`src/rtl/exp_pkg.sv`:
```
// Shared definitions for the exponent pipeline: op encoding, bias helper
// and the guard width used for the intermediate signed exponent arithmetic.
package exp_pkg;

  typedef enum logic {
    OP_MUL = 1'b0,
    OP_DIV = 1'b1
  } exp_op_e;

  localparam int EXP_W_DEFAULT = 8;
  // Two guard bits: one for the carry of a+b, one for the sign of a-b.
  localparam int INT_GUARD     = 2;
  localparam int INT_W_DEFAULT = EXP_W_DEFAULT + INT_GUARD;

  function automatic int default_bias(input int w);
    return (1 << (w - 1)) - 1;
  endfunction

  function automatic int int_width(input int w);
    return w + INT_GUARD;
  endfunction

endpackage

```
`src/rtl/exp_classify.sv`:
```
// Combinational range check of a signed biased exponent: raises overflow /
// underflow and optionally clamps the emitted code to the finite range.
module exp_classify
  import exp_pkg::*;
#(
  parameter int EXP_W = EXP_W_DEFAULT
) (
  input  logic signed [EXP_W+INT_GUARD-1:0] r,
  input  logic                              sat,
  output logic        [EXP_W-1:0]           exp,
  output logic                              ovf,
  output logic                              unf
);

  localparam int IW = int_width(EXP_W);

  // All-ones is reserved, so anything from there upwards overflows.
  localparam logic signed [IW-1:0] OVF_TH     = IW'((1 << EXP_W) - 1);
  localparam logic signed [IW-1:0] ZERO_S     = '0;
  localparam logic        [EXP_W-1:0] MAX_FIN = EXP_W'((1 << EXP_W) - 2);

  always_comb begin
    ovf = (r >= OVF_TH);
    unf = (r <= ZERO_S);
    exp = r[EXP_W-1:0];
    if (sat) begin
      if (ovf) begin
        exp = MAX_FIN;
      end else if (unf) begin
        exp = '0;
      end
    end
  end

endmodule

```
`src/rtl/exp_pipe_unit.sv`:
```
// Two-stage biased-exponent unit for multiply/divide with valid/ready
// flow control; stage 1 forms the raw sum/difference, stage 2 biases and classifies.
module exp_pipe_unit
  import exp_pkg::*;
#(
  parameter int EXP_W = EXP_W_DEFAULT,
  parameter int BIAS  = default_bias(EXP_W),
  parameter bit SAT   = 1'b1
) (
  input  logic             clk,
  input  logic             rst_n,
  input  logic             in_valid,
  output logic             in_ready,
  input  logic             op,
  input  logic [EXP_W-1:0] a,
  input  logic [EXP_W-1:0] b,
  output logic             out_valid,
  input  logic             out_ready,
  output logic [EXP_W-1:0] out_exp,
  output logic             out_ovf,
  output logic             out_unf
);

  localparam int IW = int_width(EXP_W);
  localparam logic signed [IW-1:0] BIAS_S = IW'(BIAS);

  exp_op_e                op_e;
  logic signed [IW-1:0]   a_ext;
  logic signed [IW-1:0]   b_ext;
  logic signed [IW-1:0]   s1_term_next;
  logic                   s1_valid_reg;
  logic signed [IW-1:0]   s1_term_reg;
  exp_op_e                s1_op_reg;
  logic signed [IW-1:0]   r_next;
  logic [EXP_W-1:0]       cls_exp;
  logic                   cls_ovf;
  logic                   cls_unf;
  logic                   out_valid_reg;
  logic [EXP_W-1:0]       out_exp_reg;
  logic                   out_ovf_reg;
  logic                   out_unf_reg;
  logic                   s1_adv;
  logic                   s2_adv;

  // Stall chain: a stage may load when it is empty or its successor drains.
  assign s2_adv   = !out_valid_reg || out_ready;
  assign s1_adv   = !s1_valid_reg || s2_adv;
  assign in_ready = s1_adv;

  assign op_e  = exp_op_e'(op);
  assign a_ext = {{INT_GUARD{1'b0}}, a};
  assign b_ext = {{INT_GUARD{1'b0}}, b};

  always_comb begin
    s1_term_next = a_ext + b_ext;
    if (op_e == OP_DIV) begin
      s1_term_next = a_ext - b_ext;
    end
  end

  always_comb begin
    r_next = s1_term_reg - BIAS_S;
    if (s1_op_reg == OP_DIV) begin
      r_next = s1_term_reg + BIAS_S;
    end
  end

  exp_classify #(
    .EXP_W (EXP_W)
  ) u_classify (
    .r   (r_next),
    .sat (SAT),
    .exp (cls_exp),
    .ovf (cls_ovf),
    .unf (cls_unf)
  );

  always_ff @(posedge clk or negedge rst_n) begin
    if (!rst_n) begin
      s1_valid_reg <= 1'b0;
    end else if (s1_adv) begin
      s1_valid_reg <= in_valid;
    end
  end

  // Stage-1 payload is only meaningful under s1_valid_reg, so it carries no reset.
  always_ff @(posedge clk) begin
    if (s1_adv && in_valid) begin
      s1_term_reg <= s1_term_next;
      s1_op_reg   <= op_e;
    end
  end

  always_ff @(posedge clk or negedge rst_n) begin
    if (!rst_n) begin
      out_valid_reg <= 1'b0;
      out_exp_reg   <= '0;
      out_ovf_reg   <= 1'b0;
      out_unf_reg   <= 1'b0;
    end else if (s2_adv) begin
      out_valid_reg <= s1_valid_reg;
      if (s1_valid_reg) begin
        out_exp_reg <= cls_exp;
        out_ovf_reg <= cls_ovf;
        out_unf_reg <= cls_unf;
      end
    end
  end

  assign out_valid = out_valid_reg;
  assign out_exp   = out_exp_reg;
  assign out_ovf   = out_ovf_reg;
  assign out_unf   = out_unf_reg;

endmodule

```
`config.mk`:
```
export PLATFORM = sky130hd
export DESIGN_NAME = exp_pipe_unit
export DESIGN_NICKNAME = d
export VERILOG_FILES = /design/src/rtl/exp_pkg.sv /design/src/rtl/exp_classify.sv /design/src/rtl/exp_pipe_unit.sv
export SDC_FILE = /design/constraint.sdc
export NUM_CORES = 1
export LEC_CHECK = 0
export ABC_CLOCK_PERIOD_IN_PS = 2400
export BUFFER_PORTS_ARGS = -buffer_cell sky130_fd_sc_hd__buf_2
export CORE_ASPECT_RATIO = 1.5
export CORE_MARGIN = 2
export CORE_UTILIZATION = 52
export DETAILED_ROUTE_END_ITERATION = 16
export PLACE_DENSITY = 0.77
export SLEW_MARGIN = 20
export SYNTH_ARGS = -nofsm -noshare
export SYNTH_HDL_FRONTEND = slang
export SYNTH_SLANG_ARGS = --single-unit
```
`constraint.sdc`:
```
create_clock -name clk -period 2.4 [get_ports clk]
set_clock_uncertainty 0.2 [all_clocks]
set_input_delay 0.12 -clock clk [delete_from_list [all_inputs] [get_ports clk]]
set_output_delay 0.12 -clock clk [all_outputs]
set_load 0.01 [all_outputs]
```
==> results.md <==
* Status: finished with violations
* Violated checks: setup timing
* Final HPWL DP at 3690 um
* Mapped Cells at 234
* Async set-reset flop share out of synthesis at 52.2%
* Core area at 3920 sq um
* Max FFs per register at 10
* Post-synth EDFFs at 11
* Reg2reg start: s1_op_reg$_DFFE_PP_
* CTS Root Cell: clkbuf_8
* Syn nets at 284
* Busiest grt layer: met2
* Slew @ Worst Pin at 0.506 ns
* Vias in the first global route at 1935
* Io pins at 33
* HP Start: b[0]
* M2 GR Usage at 49.3%
* Max Cap Viol at 0
* Ant. Diodes at 0
* CTS tree: yes
* # port buffers at 32
* Mapped Area at 2100 sq um
* Adder-Cell Fraction of Synth Area at 18.4%
* Area grow syn2layout at 39.4%
* Tcrit/Tclk final at 109%
* Main flop type after synthesis: dfrtp_1
* Worst setup SP type: flop
* CP delay by family, top: compound AO/OA/AOI/OAI gates
* GRT Util Overall at 22.4%
* Die ar. at 4570 sq um
* Hold Path Class: input port to flop
* Rel. slew slack at 66.3%
* DRT antenna net count at 0
* Post-synthesis simple-gate area fraction at 15.6%
* Post-Synth XOR/XNOR Area at 3.76%
* Critical Path Source: s1_op_reg$_DFFE_PP_
* CP max-delay cell: edfxtp_1
* Initial antenna violation count at 0
* Mapped Avg Cell Area at 8.97 sq um
* Tot Pwr at 1790 uW
* Largest family of logic cells by synthesized area: compound AO/OA/AOI/OAI gates
* DR vias/cell at 5.85
* Synth top cells by count: 26 x ha_1, 26 x inv_1, 20 x a21oi_1, 17 x nand2_1, 13 x nor2_1
* Critical path class: flop to flop
* Clock Sinks at 23
* CP arrival at 2.58 ns
* CTS buffer count at 3
* Post-Route WL at 5350 um
* Met1 Use GR at 21.4%
* Std-Cell Rows at 28
* Initial DRC count at 91
* DIE HEIGHT at 81.8 um
* Yosys cell types at 48
* Seq cells post-synth at 23
* First-pass GRT wire length at 8270 um
* Initial Util at 53.5%
* DR DRC count at 0
* Max-slew violations at 0
* Largest net degree at the start of global routing at 20
* Synth area leader: edfxtp_1
* Buf/Inv on CP at 2
* Largest stage delay, worst path at 0.42 ns
* Worst Path Required at 2.37 ns
* Minimum hold slack at 0.0438 ns
* P per Cell Area at 611 nW/um^2
* Layout cell share with drive strength beyond 1 at 36.5%
* GP Congestion at 0.959
* Max clock buf depth at 2
* FMAX at 383 MHz
* Global routing usage on met3 at 1.57%
* Nets at 350
* Ranking of synthesized cells by area: edfxtp_1 16%, ha_1 16%, dfrtp_1 14%, a21oi_1 4.8%, inv_1 4.7%
* Mux cell area share after synthesis at 0.954%
* Critical Path Sink Type: flop
* Peak VDD IR at 0.530 mV
* DRT Pass-1 Iters at 4
* Die Span X at 55.9 um
* Crit path cell chain: buf_6, inv_2, fa_2, nand2b_4, a21oi_4, nor4b_4, o32ai_2, and4b_2, o41ai_4
* Leak pwr at 0.00132 uW
* Final Setup Violations at 10
* CTS clock-pin slew for the worst setup and hold paths at 0.09 ns
* Remaining global-route overflow at 0
* Setup WS post-layout at -0.208 ns
* Fin. Hold Viols at 0
* Worst-Skew Late Latency at 0.27 ns
* Post-synth top area share at 15.7%
* Seq/Total Area, Yosys at 30.1%
* Tmin final at 2.61 ns
* Vias at 2014
* Pre-CTS setup slack at -0.289 ns
* Ys Warns at 0
* Post-synthesis compound-gate area fraction at 24.7%
* RSZ-0062 raised after global routing: true
* Critical path fanouts, max at 3
* Htree depth at 1
* Drt wl/cell at 15.6 um
==> cell families after synthesis <==
family,count (synthesis)
XOR/XNOR,9
flip-flops,23
AO/OA/AOI/OAI,75
adder cells (fa/ha/maj),29
multiplexers,2
AND/OR/NAND/NOR,62
buffers and inverters,34
==> through the flow <==
| stage | setup TNS (ns) | instances | instance area (sq um) | util, % |
|---|---|---|---|---|
| global route | -2.10 | 344 | 2930 | 74.6 |
| CTS | -0.989 | 343 | 2800 | 71.4 |
| global placement | -1.40 | 327 | 2460 | 62.7 |
| floorplan | -0.449 | 234 | 2110 | - |
| detailed placement | -2.00 | 327 | 2460 | 62.7 |
| finish | -1.53 | 344 | 2930 | 74.6 |
==> cell usage in the layout (no fill, tap or decap), types with 5 or more instances in the layout <==
master    Yosys  layout
ha_1         26      18
buf_6         1       5
a21o_1        5       5
buf_4         0      28
a21oi_1      20      16
dfrtp_1      12      12
a22o_1        7       7
nor2_1       13      11
o211ai_1     10      10
buf_2         2      32
nand2_1      17      17
o21ai_0      12       9
edfxtp_1     11      11
ha_4          0       8
inv_1        26      25
==> routing by layer <==
layer | vias to the layer above | wire, um
li1 | 976 | -
met1 | 963 | 1960
met2 | 64 | 3110
met3 | 11 | 194
met4 | 0 | 81
met5 | - | 0
==> report_power, final <==
group / leakage (uW) / switching (uW) / total (uW) / internal [uW]
Combinational: 0.00104 / 495 / 982 / 486
Clock: 0.0000255 / 137 / 253 / 116
Sequential: 0.000254 / 47.4 / 553 / 506
Total: 0.00132 / 679 / 1790 / 1110
==> final timing paths <==
check,end,slack (ns),depth (start not counted)
max,out_exp[0]$_DFFE_PN0P_,-0.21,9
min,s1_term_reg[0]$_DFFE_PP_,0.04,3
max reg2reg,out_exp[0]$_DFFE_PN0P_,-0.21,9
min reg2reg,out_exp[1]$_DFFE_PN0P_,0.29,2
max in group asynchronous,out_exp[0]$_DFFE_PN0P_,1.74,2
min in group asynchronous,out_unf$_DFFE_PN0P_,0.05,2
==> tightest hold or removal path, stage by stage <==
cell	delay, ns
buf_2	0.09
ha_1	0.12
inv_1	0.03
==> layout make-up <==
| type | instances | area [sq um] |
|---|---|---|
| flip-flops and latches | 23 | 631 |
| fillers | 309 | 998 |
| multi-input cells | 177 | 1630 |
| repair buffers | 69 | 467 |
| clock inverters | 1 | 5.00 |
| well taps | 45 | 56.3 |
| clock buffers | 3 | 41.3 |
| inverters | 26 | 97.6 |
==> timing repair <==
action / in CTS / in global routing
pin swaps: 15 / 16
resized for setup: 32 / 22
endpoints found under the setup margin: 10 / 10
hold buffers: 4 / 0
hold endpoints to repair: 14 / 0
buffers inserted: 9 / 3
Power figures use the tool's default switching activity.
